==> src/rtl/bin2seg_seq.sv <==
// bin2seg_seq: sequential binary-to-seven-segment driver.
// Converts an N-bit unsigned value to DIGITS decimal digits with double
// dabble (one input bit per clock), then registers packed BCD, active-low
// gfedcba segment patterns and an overflow flag in a single load cycle.
module bin2seg_seq #(
    parameter int N        = 6,
    parameter int DIGITS   = 2,
    parameter int BLANK_LZ = 1
) (
    input  logic                  clk,
    input  logic                  rst_n,
    input  logic                  start,
    input  logic [N-1:0]          number,
    output logic                  busy,
    output logic                  done,
    output logic                  overflow,
    output logic [4*DIGITS-1:0]   bcd,
    output logic [7*DIGITS-1:0]   segments
);

    localparam int BW = 4 * DIGITS;
    localparam int SW = 7 * DIGITS;
    localparam int CW = $clog2(N + 1);

    // 10**DIGITS held in 64 bits so eight digits never wrap.
    function automatic logic [63:0] pow10(input int d);
        logic [63:0] r;
        r = 64'd1;
        for (int i = 0; i < d; i++) r = r * 64'd10;
        return r;
    endfunction

    localparam logic [63:0] LIMIT = pow10(DIGITS);

    // Double-dabble correction: every nibble of 5 or more gets +3 before the shift.
    function automatic logic [BW-1:0] add3(input logic [BW-1:0] v);
        logic [BW-1:0] r;
        r = v;
        for (int i = 0; i < DIGITS; i++)
            if (v[4*i +: 4] >= 4'd5) r[4*i +: 4] = v[4*i +: 4] + 4'd3;
        return r;
    endfunction

    // Active-low gfedcba encoding; non-decimal nibbles are blank.
    function automatic logic [6:0] seg7(input logic [3:0] d);
        case (d)
            4'd0:    return 7'b1000000;
            4'd1:    return 7'b1111001;
            4'd2:    return 7'b0100100;
            4'd3:    return 7'b0110000;
            4'd4:    return 7'b0011001;
            4'd5:    return 7'b0010010;
            4'd6:    return 7'b0000010;
            4'd7:    return 7'b1111000;
            4'd8:    return 7'b0000000;
            4'd9:    return 7'b0010000;
            default: return 7'b1111111;
        endcase
    endfunction

    typedef enum logic [1:0] {IDLE, CONV, LOAD} state_t;

    state_t          state_q, state_d;
    logic [CW-1:0]   cnt;
    logic [N-1:0]    shreg;
    logic [BW-1:0]   acc;
    logic            ovf_pend;
    logic [SW-1:0]   seg_next;
    logic            higher_zero;
    logic [3:0]      dig;

    // State register; reset aborts any conversion in flight.
    always_ff @(posedge clk or negedge rst_n) begin
        if (!rst_n) state_q <= IDLE;
        else        state_q <= state_d;
    end

    // Next-state logic and busy flag.
    always_comb begin
        state_d = state_q;
        busy    = 1'b0;
        case (state_q)
            IDLE: if (start) state_d = CONV;
            CONV: begin
                busy = 1'b1;
                if (cnt == CW'(1)) state_d = LOAD;
            end
            LOAD:    state_d = IDLE;
            default: state_d = IDLE;
        endcase
    end

    // Conversion datapath: latch operand, then shift-add-3 once per CONV cycle.
    always_ff @(posedge clk) begin
        if (state_q == IDLE && start) begin
            shreg    <= number;
            acc      <= '0;
            ovf_pend <= ({{(64-N){1'b0}}, number} >= LIMIT);
        end else if (state_q == CONV) begin
            shreg <= shreg << 1;
            acc   <= (add3(acc) << 1) | {{(BW-1){1'b0}}, shreg[N-1]};
        end
    end

    // Segment patterns from the finished accumulator, top digit first so
    // leading-zero blanking can track whether every higher digit was zero.
    always_comb begin
        seg_next    = '1;
        higher_zero = 1'b1;
        dig         = 4'd0;
        for (int i = DIGITS - 1; i >= 0; i--) begin
            dig = acc[4*i +: 4];
            if (ovf_pend)
                seg_next[7*(DIGITS-1-i) +: 7] = 7'b0111111;
            else if (BLANK_LZ != 0 && i > 0 && higher_zero && dig == 4'd0)
                seg_next[7*(DIGITS-1-i) +: 7] = 7'b1111111;
            else
                seg_next[7*(DIGITS-1-i) +: 7] = seg7(dig);
            higher_zero = higher_zero & (dig == 4'd0);
        end
    end

    // Down-counter of remaining shifts plus the result registers, which
    // change only in LOAD and otherwise hold the last conversion.
    always_ff @(posedge clk or negedge rst_n) begin
        if (!rst_n) begin
            cnt      <= '0;
            done     <= 1'b0;
            overflow <= 1'b0;
            bcd      <= '0;
            segments <= '1;
        end else begin
            done <= (state_q == LOAD);
            if (state_q == IDLE && start) cnt <= CW'(N);
            else if (state_q == CONV)     cnt <= cnt - CW'(1);
            if (state_q == LOAD) begin
                overflow <= ovf_pend;
                bcd      <= ovf_pend ? {BW{1'b1}} : acc;
                segments <= seg_next;
            end
        end
    end

endmodule
==> config.mk <==
export PLATFORM = sky130hd
export DESIGN_NAME = bin2seg_seq
export DESIGN_NICKNAME = d
export VERILOG_FILES = /design/src/rtl/bin2seg_seq.sv
export SDC_FILE = /design/constraint.sdc
export NUM_CORES = 1
export LEC_CHECK = 0
export ABC_CLOCK_PERIOD_IN_PS = 2600
export CORE_ASPECT_RATIO = 2
export CORE_MARGIN = 5
export CORE_UTILIZATION = 54
export DETAILED_ROUTE_END_ITERATION = 16
export PLACE_DENSITY = 0.79
export SYNTH_ARGS = -nofsm -noshare
export SYNTH_HDL_FRONTEND = slang
export SYNTH_SLANG_ARGS = --single-unit
==> constraint.sdc <==
create_clock -name clk -period 2.6 [get_ports clk]
set_input_delay 0.52 -clock clk [delete_from_list [all_inputs] [get_ports clk]]
set_output_delay 0.52 -clock clk [all_outputs]
set_load 0.02 [all_outputs]
==> flow_metrics.py <==
metrics = {
    "outcome": {
        "outcome": "finished, final reports clean",
    },
    "die": {
        "rows": 34,
        "chipWidth_microns": 57.2,
        "io_pins": 34,
        "core_sq_um": 4340,
        "die_area_sq_um": 5970,
        "die_h_microns": 104,
        "initial_core_util_pct": 55.4,
    },
    "sta": {
        "final.min_clock_period_ps": 2370,
        "period_share_pct": 91.1,
        "finalHoldViolCount": 0,
        "slew_headroom_pct": 65.4,
        "fmax_ghz": 0.422,
        "clock-skew-final_ps": 7.65,
        "tightestPinTransition_ps": 519,
        "fin_tns_setup_ps": 0,
        "slew_violations": 0,
        "rsz0062_at_grt": "false",
        "whs_ps": 447,
        "setup_viol": 0,
    },
    "synth": {
        "ys_seq_area_share_pct": 49.8,
        "syn_area_per_cell_sq_um": 10.5,
        "ys_warn_count": 0,
        "async_reset_ff_share_pct": 57.1,
        "yosys.area_share.adder_pct": 7.28,
        "yosys.area_share.simple_pct": 13.3,
        "synth_edf_count": 6,
        "synth_fp_nets": 253,
        "synthesis.area_sq_um": 2410,
        "synth_flop_cell": "dfxtp_1",
        "synth_compound_area_share_pct": 18.7,
        "synth_cells": 230,
        "muxShareOfSynthArea_pct": 4.47,
        "synth_top_family_by_area": "compound AO/OA/AOI/OAI gates",
        "synth_xor_area_share_pct": 0.364,
        "ys_seq_elements": 49,
        "synth_cell_types": 51,
    },
    "hold_path": {
        "min_path_type": "flip-flop to flip-flop",
    },
    "finish": {
        "multi_input_area_sq_um": 1070,
        "fin_util_pct": 66.2,
        "seq_area_sq_um": 1200,
        "drive_above_1_share_pct": 18.9,
        "diodes": 0,
        "fin_nets": 286,
        "final_common_cell": "clkdlybuf4s50_1",
        "final_cell_mix": "32 x clkdlybuf4s50_1, 30 x nand2_1, 15 x dfxtp_1",
        "fillers": 365,
        "design_area_sq_um": 2870,
        "area_growth_pct": 19.4,
    },
    "power": {
        "power_density_nw_per_um2": 1440,
        "p_leak_nw": 1.24,
        "worst_ir_drop_vdd_mv": 0.759,
    },
    "worst_setup_path": {
        "critPathLaunchType": "flip-flop",
        "crit_chain": "nand2b_1 -> inv_4 -> clkdlybuf4s50_1",
        "cp-end-kind": "primary output",
        "arrival_ps": 1850,
        "cpPeakStageDelay_ps": 620,
        "required_ps": 2080,
        "crit_fanout": 9,
        "worst-setup-path-type": "flip-flop to primary output",
        "slowest_stage": "clkdlybuf4s50_1",
    },
    "drt": {
        "dr.pass1.iters": 4,
        "drt_iter0_drc": 32,
        "via_per_inst": 5.39,
        "drc": 0,
        "wirelength_microns": 4240,
        "wl_per_cell_microns": 13.3,
        "ant_nets": 0,
        "vias": 1714,
    },
    "clocking": {
        "cts_tree": "done",
        "path_clk_slew_ps": 80,
        "cts-resized-gates": 0,
        "clockBufferDepth": 2,
        "htreeDepth": 2,
        "postCtsSetupBuffers": 0,
        "cts_sinks": 49,
        "cts_made_buffers": 5,
        "clk_latency_ps": 290,
        "clockRootBuffer": "clkbuf_8",
        "cts_hold_buf": 0,
    },
    "global_routing": {
        "grt_pass1_wl_microns": 7450,
        "grt_overflow_total": 0,
        "grt_max_degree": 29,
        "grt_pass1_vias": 1701,
        "track_usage_pct": 15.6,
        "antenna_found_initial": 0,
    },
    "run": {
        "drv_cap": 0,
    },
    "placement": {
        "placed_area_sq_um": 2770,
        "place.gp.congestion": 0.825,
        "port-buffer-count": 32,
        "dpl.hpwl_microns": 3270,
    },
}
## path summary, 6_finish.rpt
check | from | end | slack [ps] | depth (start not counted)
min | flip-flop | segments[2]$_DFFE_PN1P_ | 450 | 1
max | state_q[1]$_DFFE_PN0P_ | busy | 230 | 3
max reg2reg | acc[0]$_SDFFE_PP0N_ | flip-flop | 340 | 8
max in group asynchronous | rst_n | segments[2]$_DFFE_PN1P_ | 1700 | 2
min reg2reg | flip-flop | segments[2]$_DFFE_PN1P_ | 450 | 1
min in group asynchronous | rst_n | cnt[2]$_DFFE_PN0P_ | 580 | 2
## logic make-up (layout without fill, tap and decap cells)
logic type               Yosys count  count (layout)
AND/OR/NAND/NOR                   65              65
adder cells (fa/ha/maj)           14              14
AO/OA/AOI/OAI                     61              61
multiplexers                      10              10
other                              1               1
XOR/XNOR                           1               1
buffers and inverters             29              63
flip-flops                        49              49
## layer usage
metal / share of wire, % / global-route usage (%) / up-vias
li1: - / - / 866
met1: 38 / 16.5 / 806
met3: 3.2 / 2.61 / 9
met2: 56 / 28.9 / 33
met5: 0 / 0 / -
met4: 2.5 / 6.80 / 0
## through the flow
stage / std cells / setup slack [ps] / total power (W)
floorplan: 230 / 545 / 0.00308
global placement: 310 / 365 / 0.00362
detailed placement: 310 / 314 / 0.00369
CTS: 318 / 205 / 0.00418
global route: 318 / 98.1 / 0.00449
finish: 318 / 230 / 0.00414
## cells in the mapped netlist, types with 7 or more instances
cell	instances	area share [%]
dfrtp_1	14	15
inv_1	14	2.2
nor2_1	13	2.0
a21oi_1	11	2.3
dfxtp_1	15	12
o21ai_0	14	2.9
clkbuf_1	7	1.1
dfstp_2	14	15
ha_1	14	7.3
o22a_1	7	2.5
nand2_1	30	4.7
## cell type report
| cell class | count | share of cell area [%] |
|---|---|---|
| Inverter | 15 | 2.05 |
| Sequential cell | 49 | 41.7 |
| Multi-Input combinational cell | 152 | 37.1 |
| Clock buffer | 7 | 3.35 |
| Timing Repair Buffer | 40 | 13.2 |
| Tap cell | 54 | 2.35 |
| Clock inverter | 1 | 0.174 |
## critical path, delay by kind of cell (launching register included)
family / cells / cell delay [ps]
buffers and inverters: 2 / 810
flip-flops: 1 / 420
AND/OR/NAND/NOR: 1 / 330
## power breakdown
| group | internal (W) | switching (W) | total [W] |
|---|---|---|---|
| Combinational | 0.00103 | 0.00121 | 0.00223 |
| Sequential | 0.00123 | 0.000207 | 0.00143 |
| Clock | 0.000240 | 0.000232 | 0.000472 |
Note: power is estimated with default switching activity, not from simulation.
